### src/rtl/cpu_pkg.sv
// rtl/cpu_pkg.sv - shared fetch-stage types, constants and jump-target helper
package cpu_pkg;

  localparam logic [31:0] BUBBLE_INST = 32'hFC00_0000;

  typedef enum logic {
    FETCH_RUN  = 1'b0,
    FETCH_HALT = 1'b1
  } fetch_state_e;

  localparam logic [5:0] OP_SPECIAL = 6'h00;
  localparam logic [5:0] OP_J       = 6'h02;
  localparam logic [5:0] OP_JAL     = 6'h03;
  localparam logic [5:0] OP_BEQ     = 6'h04;
  localparam logic [5:0] OP_BNE     = 6'h05;
  localparam logic [5:0] OP_BUBBLE  = 6'h3F;

  function automatic logic [31:0] jump_target(input logic [3:0]  region,
                                              input logic [25:0] index);
    return {region, index, 2'b00};
  endfunction

endpackage

### src/rtl/next_pc_sel.sv
// rtl/next_pc_sel.sv - combinational next-PC mux: hold, redirect or sequential
module next_pc_sel
  import cpu_pkg::*;
(
  input  logic [31:0] pc_i,
  input  logic        pc_write_i,
  input  logic        branch_taken_i,
  input  logic [31:0] branch_target_i,
  input  logic        jump_i,
  input  logic [25:0] jump_index_i,
  input  logic [31:0] jump_base_i,
  output logic [31:0] next_pc_o,
  output logic        misalign_set_o
);

  logic        redirect;
  logic [31:0] redirect_pc;
  logic        unused_base;

  assign unused_base = ^jump_base_i[27:0];
  assign redirect    = pc_write_i & (branch_taken_i | jump_i);

  always_comb begin
    redirect_pc    = {branch_target_i[31:2], 2'b00};
    misalign_set_o = 1'b0;
    if (jump_i) begin
      redirect_pc = jump_target(jump_base_i[31:28], jump_index_i);
    end else if (redirect && branch_target_i[1:0] != 2'b00) begin
      // Low bits are dropped rather than trapping; the sticky flag records it.
      misalign_set_o = 1'b1;
    end

    next_pc_o = pc_i + 32'd4;
    if (!pc_write_i) begin
      next_pc_o = pc_i;
    end else if (redirect) begin
      next_pc_o = redirect_pc;
    end
  end

endmodule

### src/rtl/pc_fetch_unit.sv
// rtl/pc_fetch_unit.sv - program counter, RUN/HALT fetch FSM and IF/ID controls
module pc_fetch_unit
  import cpu_pkg::*;
#(
  parameter logic [31:0] RESET_PC   = 32'h0000_0000,
  parameter int          IMEM_WORDS = 256
) (
  input  logic        clk_i,
  input  logic        rst_i,
  input  logic        pc_write_i,
  input  logic        branch_taken_i,
  input  logic [31:0] branch_target_i,
  input  logic        jump_i,
  input  logic [25:0] jump_index_i,
  input  logic [31:0] jump_base_i,
  input  logic [31:0] inst_i,
  output logic [31:0] inst_addr_o,
  output logic [31:0] inst_o,
  output logic        if_id_write_o,
  output logic        flush_o,
  output logic        halted_o,
  output logic        misalign_o,
  output logic [31:0] fetch_count_o
);

  localparam logic [32:0] PC_LIMIT = 33'(IMEM_WORDS) * 33'd4;

  fetch_state_e state_q, state_d;
  logic [31:0]  pc_q, pc_d;
  logic [31:0]  count_q, count_d;
  logic         misalign_q, misalign_d;

  logic [31:0]  next_pc;
  logic         misalign_set;
  logic         redirect;
  logic         next_oor;

  next_pc_sel u_next_pc_sel (
    .pc_i            (pc_q),
    .pc_write_i      (pc_write_i),
    .branch_taken_i  (branch_taken_i),
    .branch_target_i (branch_target_i),
    .jump_i          (jump_i),
    .jump_index_i    (jump_index_i),
    .jump_base_i     (jump_base_i),
    .next_pc_o       (next_pc),
    .misalign_set_o  (misalign_set)
  );

  assign redirect = pc_write_i & (branch_taken_i | jump_i);
  assign next_oor = {1'b0, next_pc} >= PC_LIMIT;

  always_comb begin
    state_d    = state_q;
    pc_d       = pc_q;
    count_d    = count_q;
    misalign_d = misalign_q | misalign_set;
    inst_o     = inst_i;
    case (state_q)
      FETCH_RUN: begin
        pc_d = next_pc;
        if (next_oor) begin
          state_d = FETCH_HALT;
        end
        if (pc_write_i && !redirect) begin
          count_d = count_q + 32'd1;
        end
      end
      FETCH_HALT: begin
        // Only an in-range redirect restarts fetch; anything else keeps the PC parked.
        inst_o = BUBBLE_INST;
        if (redirect && !next_oor) begin
          pc_d    = next_pc;
          state_d = FETCH_RUN;
        end
      end
      default: begin
        state_d = FETCH_HALT;
      end
    endcase
  end

  always_ff @(posedge clk_i) begin
    if (rst_i) begin
      state_q    <= FETCH_RUN;
      pc_q       <= RESET_PC;
      count_q    <= 32'd0;
      misalign_q <= 1'b0;
    end else begin
      state_q    <= state_d;
      pc_q       <= pc_d;
      count_q    <= count_d;
      misalign_q <= misalign_d;
    end
  end

  assign inst_addr_o   = pc_q;
  assign if_id_write_o = pc_write_i;
  assign flush_o       = redirect;
  assign halted_o      = (state_q == FETCH_HALT);
  assign misalign_o    = misalign_q;
  assign fetch_count_o = count_q;

endmodule

### config.mk
export PLATFORM = sky130hd
export DESIGN_NAME = pc_fetch_unit
export DESIGN_NICKNAME = d
export VERILOG_FILES = /design/src/rtl/cpu_pkg.sv /design/src/rtl/next_pc_sel.sv /design/src/rtl/pc_fetch_unit.sv
export SDC_FILE = /design/constraint.sdc
export NUM_CORES = 1
export LEC_CHECK = 0
export ABC_AREA = 1
export BUFFER_PORTS_ARGS = -buffer_cell sky130_fd_sc_hd__buf_2
export CORE_ASPECT_RATIO = 2
export CORE_MARGIN = 2
export CORE_UTILIZATION = 40
export CTS_CLUSTER_DIAMETER = 200
export DETAILED_ROUTE_END_ITERATION = 10
export PLACE_DENSITY = 0.69
export SLEW_MARGIN = 20
export SYNTH_ARGS = -nofsm -noshare
export SYNTH_HDL_FRONTEND = slang
export SYNTH_HIERARCHICAL = 1
export SYNTH_SLANG_ARGS = --single-unit
### constraint.sdc
create_clock -name clk_i -period 2.5 [get_ports clk_i]
set_input_delay 0.375 -clock clk_i [delete_from_list [all_inputs] [get_ports clk_i]]
set_output_delay 0.375 -clock clk_i [all_outputs]
set_load 0.1 [all_outputs]
== After elaboration in Yosys (flattened, before gate mapping) ==
Index checks and enable logic that the tools add are counted.

* Bits in registers: 66
* Input bits: 127
* Output and inout port bits: 100
* Word-level logic and storage cells: 30

* Add/subtract/negate cells: 2
* Order comparisons: 1
* Eq/ne operators: 1
* Mux-type cells: 11
* Bitwise gates (word level): 4
* Reduce and logical (&&, ||, !) cells: 7

{| class="wikitable"
|+ Operator list
! kind !! count
|-
| 2-to-1 mux 32 bit || 5
|-
| case mux 32 bit (2 select lines) || 1
|-
| adder 32 x 1 -> 32 bit, second input constant || 1
|-
| adder 32 x 3 -> 32 bit, second input constant || 1
|-
| greater-or-equal comparator 32 x 11 -> 1 bit, second input constant || 1
|-
| 2-to-1 mux 1 bit || 4
|-
| logical AND 1 bit || 3
|-
| logical NOT 1 bit || 2
|-
| inequality test 2 x 1 -> 1 bit, second input constant || 1
|-
| bitwise OR 1 bit || 2
|-
| case mux 1 bit (2 select lines) || 1
|-
| AND reduction 2 bit || 1
|-
| nonzero test 2 bit || 1
|-
| bitwise AND 1 bit || 1
|-
| NOT 1 bit || 1
|}

== Logic depth before layout (Yosys ltp) ==
Gate-level depths: netlist (run 1).

* Depth in word-level cells: 9
* Mapped depth: 19
* Depth with buffers taken out: 18

== Hierarchy ==
The synthesis (run 1) kept the hierarchy.

{| class="wikitable"
|+ By module, submodules not included
! module !! instances !! cells an instance !! area an instance (µm²) !! seq. area each (µm²)
|-
| pc_fetch_unit || 1 || 588 || 3,594.7 || 1,321.3
|-
| next_pc_sel || 1 || 387 || 1,799.2 || 0.0
|}

== Worst setup path before layout (run 1) ==
No wires, ideal clock.

* Kind: register to register
* From: register pc_q[2] (netlist: inst_addr_o[2])
* To: register pc_q[2] (netlist: inst_addr_o[2])
* Arrival: 2.916 ns
* Data required time: 2.387 ns
* Slack: -0.530 ns
* Stages on the path, launching flop included: 18
* Path buffers: 1
* Clock period less this slack: 3.030 ns
* Path through: dfxtp_1 > ha_1 > nand2_1 > nor2_4 > nand2_2 > nor2_1 > nand3_1 > nand3_1 > a21oi_1 > nor2_1 > nand2_1 > nor2_1 > nand3_1 > nand2_1 > nand2_2 > buf_4 > nor2_1 > nor2_1

* Cells in the longest elaborated chain, start to end: 7
* Elaborated cells between the ends (all ways): 9
* Classes of those cells: add/sub: 1; order compare: 1; eq/ne: 1; mux: 4; reduce/logical: 2

{| class="wikitable"
|+ Ends and longest elaborated chain
! item !! line !! source
|-
| start, declared || pc_fetch_unit.sv:29 || <nowiki>logic [31:0] pc_q, pc_d;</nowiki>
|-
| start signal, assigned || pc_fetch_unit.sv:91 || <nowiki>pc_q <= pc_d;</nowiki>
|-
| adder 32 x 3 -> 32 bit || next_pc_sel.sv:33 || <nowiki>next_pc_o = pc_i + 32'd4;</nowiki>
|-
| 2-to-1 mux 32 bit || next_pc_sel.sv:36 || <nowiki>end else if (redirect) begin</nowiki>
|-
| 2-to-1 mux 32 bit || next_pc_sel.sv:34 || <nowiki>if (!pc_write_i) begin</nowiki>
|-
| via next_pc[28] || pc_fetch_unit.sv:33 || <nowiki>logic [31:0] next_pc;</nowiki>
|-
| greater-or-equal comparator 32 x 11 -> 1 bit || pc_fetch_unit.sv:51 || <nowiki>assign next_oor = {1'b0, next_pc} >= PC_LIMIT;</nowiki>
|-
| logical NOT 1 bit || pc_fetch_unit.sv:72 || <nowiki>if (redirect && !next_oor) begin</nowiki>
|-
| logical AND 1 bit || pc_fetch_unit.sv:72 ||
|-
| inequality test 2 x 1 -> 1 bit (no source line) || n/a ||
|}

The timed path passes the listed nets, and every way through them passes these cells. The select of a mux whose other input is x is not followed.
A chain may end at the register's enable or synchronous reset.

== Worst setup path in the final report (run 1) ==
* From: register pc_q[3] (netlist: inst_addr_o[3])
* To: register pc_q[28] (netlist: inst_addr_o[28])

Same word-level chain as after synthesis.

==> results of run 1 <==
cells in the mapped netlist (2+ instances only):
cell      instances
nor2_4           14
a31oi_1           3
buf_1             7
nor2_8            2
nor2_2            9
nand3_1          98
clkbuf_1          8
inv_2             4
nand3_4           2
or2_2             8
buf_4             4
o21a_1            3
nand2_1         267
a21oi_1          32
nor2_1          203
ha_1              2
nand3b_1          2
buf_2            16
inv_1           144
o211ai_1         11
nand4_1          14
nor3_1           11
dfxtp_1          66
o21ai_0          21
xor2_1            2
nand3_2           2
nand2_2           8
state kept, by name, indices dropped and copies added, names as in the netlist:
register and cells:
fetch_count_o 32, inst_addr_o 32, halted_o 1, misalign_o 1
path summary, 6_finish.rpt:
check | start | to | slack [ps] | cells past startpoint
max | inst_addr_o[3] | inst_addr_o[28] | 90 | 19
min | rst_i | halted_o | 350 | 2
max reg2reg | inst_addr_o[3] | inst_addr_o[28] | 90 | 19
min reg2reg | misalign_o | misalign_o | 470 | 2
kinds of logic (layout without fill, tap and decap cells):
group,count (synthesis),count (layout),synth area share [%]
compound gates,77,77,8.212
xor+xnor,2,2,0.3248
fa+ha+maj,2,2,0.4639
buf+inv,184,398,13.59
flops,66,66,24.50
simple gates,644,644,52.91
cell type report:
| type | instances | area (sq um) |
|---|---|---|
| fillers | 1353 | 5972 |
| multi-input cells | 725 | 3553 |
| flip-flops and latches | 66 | 1374 |
| repair buffers | 235 | 1369 |
| inverters | 148 | 555.5 |
| clock buffers | 10 | 239.0 |
| well taps | 155 | 193.9 |
| clock inverters | 5 | 31.28 |
worst reg2reg max path: cells and delay by family, from the launching register on:
family / cells / cell delay [ps]
adders and majority gates: 1 / 140
buffers and inverters: 1 / 200
DFF: 1 / 360
and+or+nand+nor: 17 / 1570
metrics by stage:
step           instance area (sq um)  cells  util, %  setup TNS (ps)  setup slack (ps)
3_3_place_gp                    6686   1317    50.32               0             37.00
5_1_grt                         7316   1344    55.06           -1032            -68.65
6_report                        7316   1344    55.06               0             86.95
2_1_floorplan                   5440    975        -           -8306            -334.2
3_5_place_dp                    6686   1317    50.32          -123.8            -21.80
4_1_cts                         6962   1332    52.39               0             30.28
power breakdown:
group	leakage (uW)	internal, uW	switching (uW)
sequential	0.000551	1110	84.3
clock	0.000134	688	470
combinational	0.00312	307	926
metal layers:
metal / vias up / global-route usage, % / part of all wire, % / wire length, um
met5: - / 0 / 0 / 0
met4: 0 / 6.280 / 2.1 / 375
met3: 37 / 4.020 / 7.0 / 1263
met2: 258 / 38.69 / 47 / 8504
met1: 2949 / 31.05 / 43 / 7778
li1: 3437 / - / - / -
what timing repair did:
item | 4_1_cts | 5_1_grt
gates cloned | 0 | 3
buffers inserted | 0 | 9
pin swaps | 0 | 27
resized for setup | 2 | 69
endpoints found under the setup margin | 32 | 32
==> reports/results.txt, run 1 <==
The upper clock frequency limit is 414.4 MHz. The class of the tightest hold or removal check was primary input to flip-flop. For the count of pins on the block boundary, the log shows 227.

The count of nets left with antenna violations once routing finished came out at 0. STA classifies the critical path startpoint as a flip-flop. Overflow left after global routing: 0. The final route contains 6681 vias. In this run the cell area of the synthesized design comes to 5394 sq um.

The die covers 14490 sq um. The floorplan has 60 rows. The tools report the max-slew violation count as 0.

Setup violations remaining at the end of the flow were counted as 0. The placer's final routability congestion estimate was 0.9507; the minimum clock period after layout was 2413 ps. The clock net in this run drives a total of 66 sinks. The cell count after synthesis was 975; the slew at the pin closest to its max-slew limit was 615.4 ps.

The logs give 6 for the synthesis warning total and 39 for the number of different library cells in the post-synthesis netlist. STA puts the critical path data arrival time at 2630 ps. Measured along the x axis, the die boundary spans 86.11 um. The cell that appears most often on the critical path is nand2_2.

The fraction of the cycle the final worst path needs came out at 96.52%. The library cell with the largest summed area after synthesis was dfxtp_1. The synthesized design contains 0 enable-type register cells.

The total buffers and inverters traversed by the critical path is 1. By area the synthesized netlist is led by dfxtp_1, nand2_1, nor2_1, inv_1, nand3_1. The routed length per placed instance was 13.33 um; the critical path data required time was 2720 ps. For the worst hold margin, the log shows 352.3 ps. In this run the static leakage power is 0.003809 uW. Measured against its own limit, the worst slew margin works out to 58.93%. Across the routed clock network, the largest skew measured is 8.596 ps.

Dividing the synthesized area by the synthesized cell count gives 5.532 sq um. The final antenna diode count was 0. Grouping stages by cell kind, the critical path spends the most delay in simple AND/OR/NAND/NOR gates. For this run, design rule violations remaining after detail routing come to 0.

The synthesized net count is 1104. The top flip-flop cell by instance count after synthesis is dfxtp_1. The port buffer count works out to 198. Sequential cells were found to cover 24.50% of the synthesized design area. Of the cells placed in the final design, the portion with a size suffix greater than 1 is 32.04%.

The logs give 3581 uW for the total design power and 1314 for the final-stage net count. The routed wire length is 17920 um. Setup repair after global routing could not meet its margin everywhere. In this run the deepest clock path goes through 2 buffers. Max-cap violations in this run came to 0.

Buffers inserted during clock tree synthesis total 9. The final hold violation count was 0. Leaving out fill and tap cells, the most frequent cell in the layout is nand2_1. The flop and latch count out of synthesis came out at 66. The run gives 0 as the number of antenna violations at the first check in global routing. The flow ran to the end, and the final reports show no timing, DRC or antenna violations. Global routing consumed, over all layers together, 23.38% of the routing resources.

Entering global routing, the biggest net connects 36 pins. The H-tree was split into 3 levels. The run gives 5999 as the number of global-route vias before repair. Measured along the y axis, the die boundary spans 168.2 um. Relative to the synthesized area, the layout overhead comes to 35.63%. Detailed placement ended at an HPWL of 13210 um. The critical path is of the flip-flop to flip-flop type. The core outline area is 13290 sq um. Clock-pin slew was measured on the worst setup and hold paths at 60 ps. Buffers inserted to repair hold after CTS numbered 0. The largest individual stage delay along the critical path comes from the cell dfxtp_4.

The ratio of total power to cell area works out to 489.5 nW/um^2. Dividing the detail-routed via count by the number of cells gives 4.971. Counting flops with an async set or reset pin after synthesis yields a share of 0%. Element type at the critical path end: a flip-flop.

Clock latency on the worst-skew pair, taken at its later pin, is 330 ps. The number of search-and-repair iterations in the first detailed-routing pass is 5, and the wire length of the first global-routing pass is 28110 um. Maximum fanout count along the critical path: 8. The largest incremental delay on the critical path works out to 360 ps. Walking the worst path, the cells encountered are ha_4 -> nand2_4 -> nor2_4 -> nand2_4 -> nor2_4 -> nand2_1 -> nand2_1 -> nand3_2 -> nand2_2 -> nand2_2 -> nor2_2 -> nand2_2 -> nor2_4 -> nand3_2 -> nand2_2 -> nand2_4 -> clkbuf_16 -> nor2_1 -> nor2_1. In the layout the commonest cells are nand2_1, buf_2, nor2_1.

The initial utilization of the core area, before any placement, comes to 40.59%. Root buffer cell: clkbuf_16. TritonCTS built the clock tree. The area share of the leading cell type in the synthesized netlist is 24.50%, and the maximum resistive drop on vdd is 0.3710 mV. The first routing iteration left 324 violations.
Power figures use the tool's default switching activity.
==> run 2: changes to the inputs <==
--- a/config.mk
+++ b/config.mk
@@ -10,6 +10,7 @@
 export CORE_ASPECT_RATIO = 2
 export CORE_MARGIN = 2
 export CORE_UTILIZATION = 40
+export CTS_BUF_LIST = sky130_fd_sc_hd__clkbuf_4 sky130_fd_sc_hd__clkbuf_8
 export CTS_CLUSTER_DIAMETER = 200
 export DETAILED_ROUTE_END_ITERATION = 10
 export PLACE_DENSITY = 0.69
==> run 2 against run 1 <==
  * Setup slack worse by 54 ps
  * Critical endpoint unchanged
  * Critical path type unchanged
  * Sequential share of layout area up 0.21 points
  * Final area down 0.74%
  * Largest cell class unchanged
==> reports/results.txt, run 2 (same netlist as run 1, synthesis figures left out) <==
The run finished with clean final reports. The slew at the pin closest to its max-slew limit was 616.3 ps (+0.9297 ps). Chip width: 86.11 um (unchanged). Setup repair after global routing could not meet its margin everywhere. Worst-skew pair later-pin latency: 360 ps (+30 ps). For the final hold violation count, the log shows 0 (unchanged). The H-tree depth came out at 3 (unchanged). The top cell types in the final layout, fill and taps aside, are nand2_1, buf_2, nor2_1.

Port buffer count: 198 (unchanged). The run gives 17810 um (-0.60%) as the routed wire length. The tools report the total die area as 14490 sq um (unchanged).

Minimum clock period after layout: 2467 ps (+53.79 ps). The element type at the critical path end was a flip-flop. Total design power: 3233 uW (-9.7%). TritonCTS built the clock tree. Relative slew slack: 58.87% (-0.062 points).

The die height was 168.2 um (unchanged). For the data arrival time of the critical path, the log shows 2710 ps (+80 ps). The fraction of the cycle the final worst path needs is 98.67% (+2.2 points), and the critical path data required time is 2740 ps (+20 ps). The worst setup slack for register-to-register paths is 30 ps (-50 ps), and the final antenna diode count is 0 (unchanged). The clock tree buffer depth came out at 2 (unchanged).

Final-stage net count: 1317 (+0.23%). For the total of endpoints with negative setup slack in the final report, the log shows 0 (unchanged). Via total after detailed routing: 6633 (-0.72%).

The logs give 60 (unchanged) for the number of rows in the core area and 9 (unchanged) for the total clock buffers created by CTS. Root buffer cell: clkbuf_8. For the total negative slack, the log shows 0 ps (unchanged). The number of routed nets with antenna violations came out at 0 (unchanged). The run gives 0 (unchanged) as the count of hold-fix buffers inserted at cts. The run gives 66 (unchanged) as the clock sink total. The leakage dissipation came out at 0.003783 uW (-0.70%). The worst register-to-register path begins at inst_addr_o[3].

Number of max-cap violations: 0 (unchanged). Leading cell type in the layout, fill and taps excluded: nand2_1. The tools report the maximum resistive drop on vdd as 0.3396 mV (-8.5%). Critical path endpoint: inst_addr_o[28]. The starting utilization of the core area was 40.59% (unchanged); the number of search-and-repair iterations in the first detailed-routing pass was 5 (unchanged). The max-slew violation count is 0 (unchanged), and the clock transition at the registers of the reported paths is 80 ps (+20 ps). The worst reg2reg path depth is 19 (unchanged), and the maximum fanout count along the critical path is 8 (unchanged).

The maximum number of pins on one net before global-route repair was 36 (unchanged). STA classifies the critical path startpoint as a flip-flop. The number of antenna violations at the first check in global routing is 0 (unchanged).

The iteration-0 DRC count of the detailed router is 397 (+23%). The count of pins on the block boundary was 227 (unchanged). The global routing usage summed across all routing layers was 23.26% (-0.12 points).

For the placer's final routability congestion estimate, the log shows 0.9507 (unchanged). The share of layout cells above drive strength 1 was 31.88% (-0.16 points); the ratio of total power to cell area was 445.2 nW/um^2 (-9.1%). The type of the worst setup path was flip-flop to flip-flop. The number of global-route vias before repair was 5994 (-0.083%); the worst clock skew was 12.50 ps (+3.901 ps). Core outline area: 13290 sq um (unchanged).

The count of unresolved DRC violations after routing was 0 (unchanged); the estimated wirelength of the detail-placed design was 13210 um (unchanged). The run gives 27990 um (-0.42%) as the wire length of the first global-routing pass. The routed length per placed instance is 13.22 um (-0.82%), and the area added between synthesis and finish is 34.63%. The end-of-flow core utilization came out at 54.65% (-0.40 points). The worst hold path belongs to the class primary input to flip-flop. In this run the worst setup path begins at inst_addr_o[3].

The tools report the overflow left after global routing as 0 (unchanged). Detail-routed via count per cell: 4.924 (-0.94%). The tools report the capturing point of the worst reg2reg path as inst_addr_o[28]. The upper clock frequency limit came out at 405.4 MHz (-2.2%).
==> run 2: cell types whose count changed in the layout (fill, tap and decap cells not counted), moves of 2 or more <==
cell,delta
nor2_1,+4
buf_4,+2
clkbuf_16,-9
nor2_2,-9
dfxtp_4,+2
dfxtp_2,-2
clkbuf_8,+9
nor2_4,+5
==> run 2: power breakdown <==
part / switching, uW / total [uW] / internal (uW)
Clock: 429 / 807 / 378
Combinational: 927 / 1240 / 310
Sequential: 85.2 / 1190 / 1100
==> run 2: per-layer routing <==
metal	vias up	GRT usage, %	wire length, um
met4	0	6.211	385
met2	237	38.49	8420
met5	-	0	0
li1	3440	-	-
met3	37	3.873	1136
met1	2919	30.99	7872
==> run 2: through the flow <==
step | hold slack [ps] | instances | cell area, sq um | setup WS [ps]
after floorplan | 621.2 | 975 | 5440 | -334.2
final | 330.9 | 1347 | 7262 | 33.16
after detailed placement | 452.6 | 1317 | 6686 | -21.80
after global placement | 446.9 | 1317 | 6686 | 37.00
after CTS | 324.2 | 1332 | 6860 | 26.21
after global routing | 340.9 | 1347 | 7262 | -68.27
==> run 2: critical path, stage by stage (launching register included) <==
cell and delay [ps]:
dfxtp_4 370, ha_4 140, nand2_4 60, nor2_4 190, nand2_4 90, nor2_4 160, nand2_1 80, nand2_1 70
nand3_2 70, nand2_2 70, nand2_2 60, nor2_2 90, nand2_2 70, nor2_4 150, nand3_2 110, nand2_2 100
nand2_4 100, clkbuf_16 210, nor2_2 80, nor2_1 50
==> run 2: worst min path at each step <==
| stage | from | endpoint | slack, ps | depth (start not counted) |
|---|---|---|---|---|
| 2_1_floorplan | pc_write_i | fetch_count_o[0] | 620 | 2 |
| 4_1_cts | rst_i | fetch_count_o[2] | 320 | 2 |
| 6_report | rst_i | halted_o | 330 | 2 |
| 3_3_place_gp | misalign_o | misalign_o | 450 | 2 |
| 3_5_place_dp | misalign_o | misalign_o | 450 | 2 |
| 5_1_grt | rst_i | fetch_count_o[2] | 340 | 2 |
==> run 2: what timing repair did <==
| item | 4_1_cts | 5_1_grt |
|---|---|---|
| hold endpoints to repair | 0 | 0 |
| resized for setup | 2 | 73 |
| cloned | 0 | 3 |
| setup endpoints to repair | 32 | 32 |
| setup buffers | 0 | 12 |
| pin swaps | 0 | 29 |
==> run 2: cell type report <==
| class | count | area, sq um |
|---|---|---|
| timing repair buffer | 238 | 1395 |
| fill | 1371 | 6026 |
| multi-input combinational | 725 | 3570 |
| clock buffer | 10 | 137.6 |
| clock inverter | 5 | 31.28 |
| inverter | 148 | 555.5 |
| sequential | 66 | 1379 |
| tap | 155 | 193.9 |
==> run 3: changes to the inputs <==
--- a/config.mk
+++ b/config.mk
@@ -9,11 +9,10 @@
 export BUFFER_PORTS_ARGS = -buffer_cell sky130_fd_sc_hd__buf_2
 export CORE_ASPECT_RATIO = 2
 export CORE_MARGIN = 2
-export CORE_UTILIZATION = 40
+export CORE_UTILIZATION = 30
 export CTS_BUF_LIST = sky130_fd_sc_hd__clkbuf_4 sky130_fd_sc_hd__clkbuf_8
 export CTS_CLUSTER_DIAMETER = 200
 export DETAILED_ROUTE_END_ITERATION = 10
-export PLACE_DENSITY = 0.69
 export SLEW_MARGIN = 20
 export SYNTH_ARGS = -nofsm -noshare
 export SYNTH_HDL_FRONTEND = slang
==> run 3 against run 2 <==
  * The flow now finishes with violations (negative setup slack)
  * Final area is 6.9% higher
  * Global-route usage is 2.2 points lower
  * Register-to-register slack got worse by 90 ps
  * Sequential power barely moved
  * Largest cell class unchanged
==> reports/results.txt, run 3 (same netlist as run 1, synthesis figures left out) <==
STA classifies the critical path endpoint as a flip-flop. The tools report the number of rows in the core area as 69 (+15%). TritonCTS built the clock tree. The H-tree depth is 3 (unchanged), and the critical path data required time is 2750 ps (about the same). The run finished, with violations left.

The run gives 0 (unchanged) as the number of antenna violations at the first check in global routing. The leading cell type in the layout, fill and taps excluded is nand2_1. The run gives 21250 um (+19%) as the routed wire length. The final hold violation count is 0 (unchanged), and the final-layout fill cell count is 1906 (+39%). The slew at the pin closest to its max-slew limit was 627.3 ps (+10.93 ps); the count of pins on the block boundary was 227 (unchanged). For the maximum resistive drop on vdd, the log shows 0.2053 mV (-40%).

The count of unresolved DRC violations after routing came out at 0 (unchanged). In the layout the commonest cells are nand2_1, buf_2, nor2_1. The maximum fanout count along the critical path is 8 (unchanged). The tools report the total die area as 19130 sq um (+32%). For the number of max-cap violations, the log shows 0 (unchanged). The number of search-and-repair iterations in the first detailed-routing pass came out at 5 (unchanged). The starting utilization of the core area came out at 30.48% (-10 points).

The total buffers and inverters traversed by the critical path was 2 (+1); the core outline area was 17700 sq um (+33%). The cell that appears most often on the critical path is nand2_1. The worst clock skew was 14.64 ps (+2.139 ps).

The run gives 0 (unchanged) as the number of routed nets with antenna violations. The tools report the number of global-route vias before repair as 6401 (+6.8%). The final antenna diode count is 0 (unchanged), and the total clock buffers created by CTS is 9 (unchanged). The path class of the tightest hold or removal check is primary input to flip-flop. The tools report the total of endpoints with negative setup slack in the final report as 32 (+32).

The slowest cell on the critical path is dfxtp_4. The root buffer cell is clkbuf_8. The logs give 58.18% (-0.68 points) for the relative slew slack and 1350 (+2.5%) for the final-stage net count. The chip width is 98.82 um (+15%).

Iteration-0 DRC count of the detailed router: 235 (-41%). The estimated wirelength of the detail-placed design was 16050 um (+21%); the maximum number of pins on one net before global-route repair was 35 (-2.8%). Type of the worst setup path: flip-flop to flip-flop.

The tools report the worst setup margin as -54.08 ps (-87.24 ps). The routed length per placed instance is 14.77 um (+12%). For the count of non-filler cells in the finished layout, the log shows 1439 (+6.8%). The share of layout cells above drive strength 1 came out at 34.50% (+2.6 points). For the cell total after placement, the log shows 1411 (+7.1%). The detail-routed via count per cell came out at 4.740 (-3.7%). The total negative slack was -937.0 ps (-937.0 ps); the clock transition at the registers of the reported paths was 90 ps (about the same). The fraction of the cycle the final worst path needs was 102.2% (+3.5 points); the port buffer count was 198 (unchanged). Setup repair after global routing could not meet its margin everywhere. The end-of-flow core utilization is 43.88% (-11 points), and the upper clock frequency limit is 391.5 MHz (-3.4%).

The clock sink total was 66 (unchanged); the data arrival time of the critical path was 2810 ps (+100 ps). The global routing usage summed across all routing layers is 21.08% (-2.2 points). The logs give 32070 um (+15%) for the wire length of the first global-routing pass and 0.003982 uW (+5.3%) for the leakage dissipation.

The largest incremental delay on the critical path works out to 370 ps (about the same). The checks that failed: negative setup slack. The worst setup path is launched from a flip-flop. The placer's final routability congestion estimate is 0.9328 (-1.9%). In this design, the largest share of critical-path delay is due to simple AND/OR/NAND/NOR gates. The via total after detailed routing came out at 6821 (+2.8%). The die height was 193.6 um (+15%); the max-slew violation count was 0 (unchanged). The tools report the overflow left after global routing as 0 (unchanged).

The ratio of total power to cell area was 454.9 nW/um^2 (+2.2%). The worst-skew pair later-pin latency was 350 ps (about the same). From synthesis to final layout, the design area changed by 43.98%. The tools report the clock tree buffer depth as 2 (unchanged). Walking the worst path, the cells encountered are ha_4 -> nand2_4 -> nor2_4 -> nand2_4 -> nor2_4 -> nand2_1 -> nand2_1 -> nand3_2 -> nand2_1 -> nand2_1 -> nor2_1 -> nand2_1 -> nor2_1 -> buf_4 -> nand3_4 -> nand2_4 -> nand2_8 -> clkbuf_16 -> nor2_1 -> nor2_1. The minimum clock period after layout came out at 2554 ps (+87.24 ps).
run 3: changes by cell type in the layout (fill, tap and decap cells not counted), sizes merged:
| cell | previous run | this run |
|---|---|---|
| clkinvlp | 1 | 2 |
| bufinv | 0 | 1 |
| buf | 236 | 269 |
| inv | 148 | 150 |
| clkbuf | 12 | 11 |
| clkinv | 4 | 2 |
run 3: power by group:
part	total (uW)	internal, uW	switching, uW
Combinational	1380	384	997
Sequential	1180	1110	76.3
Clock	971	468	502
run 3: per-layer routing:
| layer | part of all wire [%] | wire length (um) | vias up | GRT usage [%] |
|---|---|---|---|---|
| met5 | 0 | 0 | - | 0 |
| met4 | 6.1 | 1292 | 0 | 11.92 |
| met3 | 4.9 | 1042 | 68 | 3.172 |
| met2 | 56 | 11840 | 202 | 41.89 |
| met1 | 33 | 7074 | 3048 | 19.40 |
| li1 | - | - | 3503 | - |
run 3: path summary, 6_finish.rpt:
kind              slack [ps]         endpoint           start  cells after the start
hold / removal           340       misalign_o           rst_i                      2
hold reg to reg          480       misalign_o      misalign_o                      2
setup / recovery         -50  inst_addr_o[14]  inst_addr_o[3]                     20
setup reg to reg         -50  inst_addr_o[14]  inst_addr_o[3]                     20
run 3: area by class of cell:
type | count | area [sq um] | area share [%]
Inverter | 148 | 555.5 | 7.153
Sequential cell | 66 | 1369 | 17.63
Clock buffer | 9 | 123.9 | 1.595
Tap cell | 213 | 266.5 | 3.432
Timing Repair Buffer | 271 | 1704 | 21.94
Multi-Input combinational cell | 725 | 3671 | 47.27
Clock inverter | 7 | 76.32 | 0.9828
run 3: through the flow:
step	hold slack (ps)	setup slack [ps]	total power [uW]	area [sq um]
after global placement	441.8	-36.59	2464	7082
after floorplan	621.2	-334.2	2097	5440
after global routing	346.1	-164.6	3698	7766
after CTS	323.4	-7.832	3469	7356
after detailed placement	457.0	-58.20	2471	7082
final	342.1	-54.08	3533	7766
run 3: timing repair:
action,in CTS,in global routing
cloned,1,2
resized for setup,12,83
pin swaps,5,26
setup buffers,1,8
endpoints found under the setup margin,32,33
hold buffers,0,0
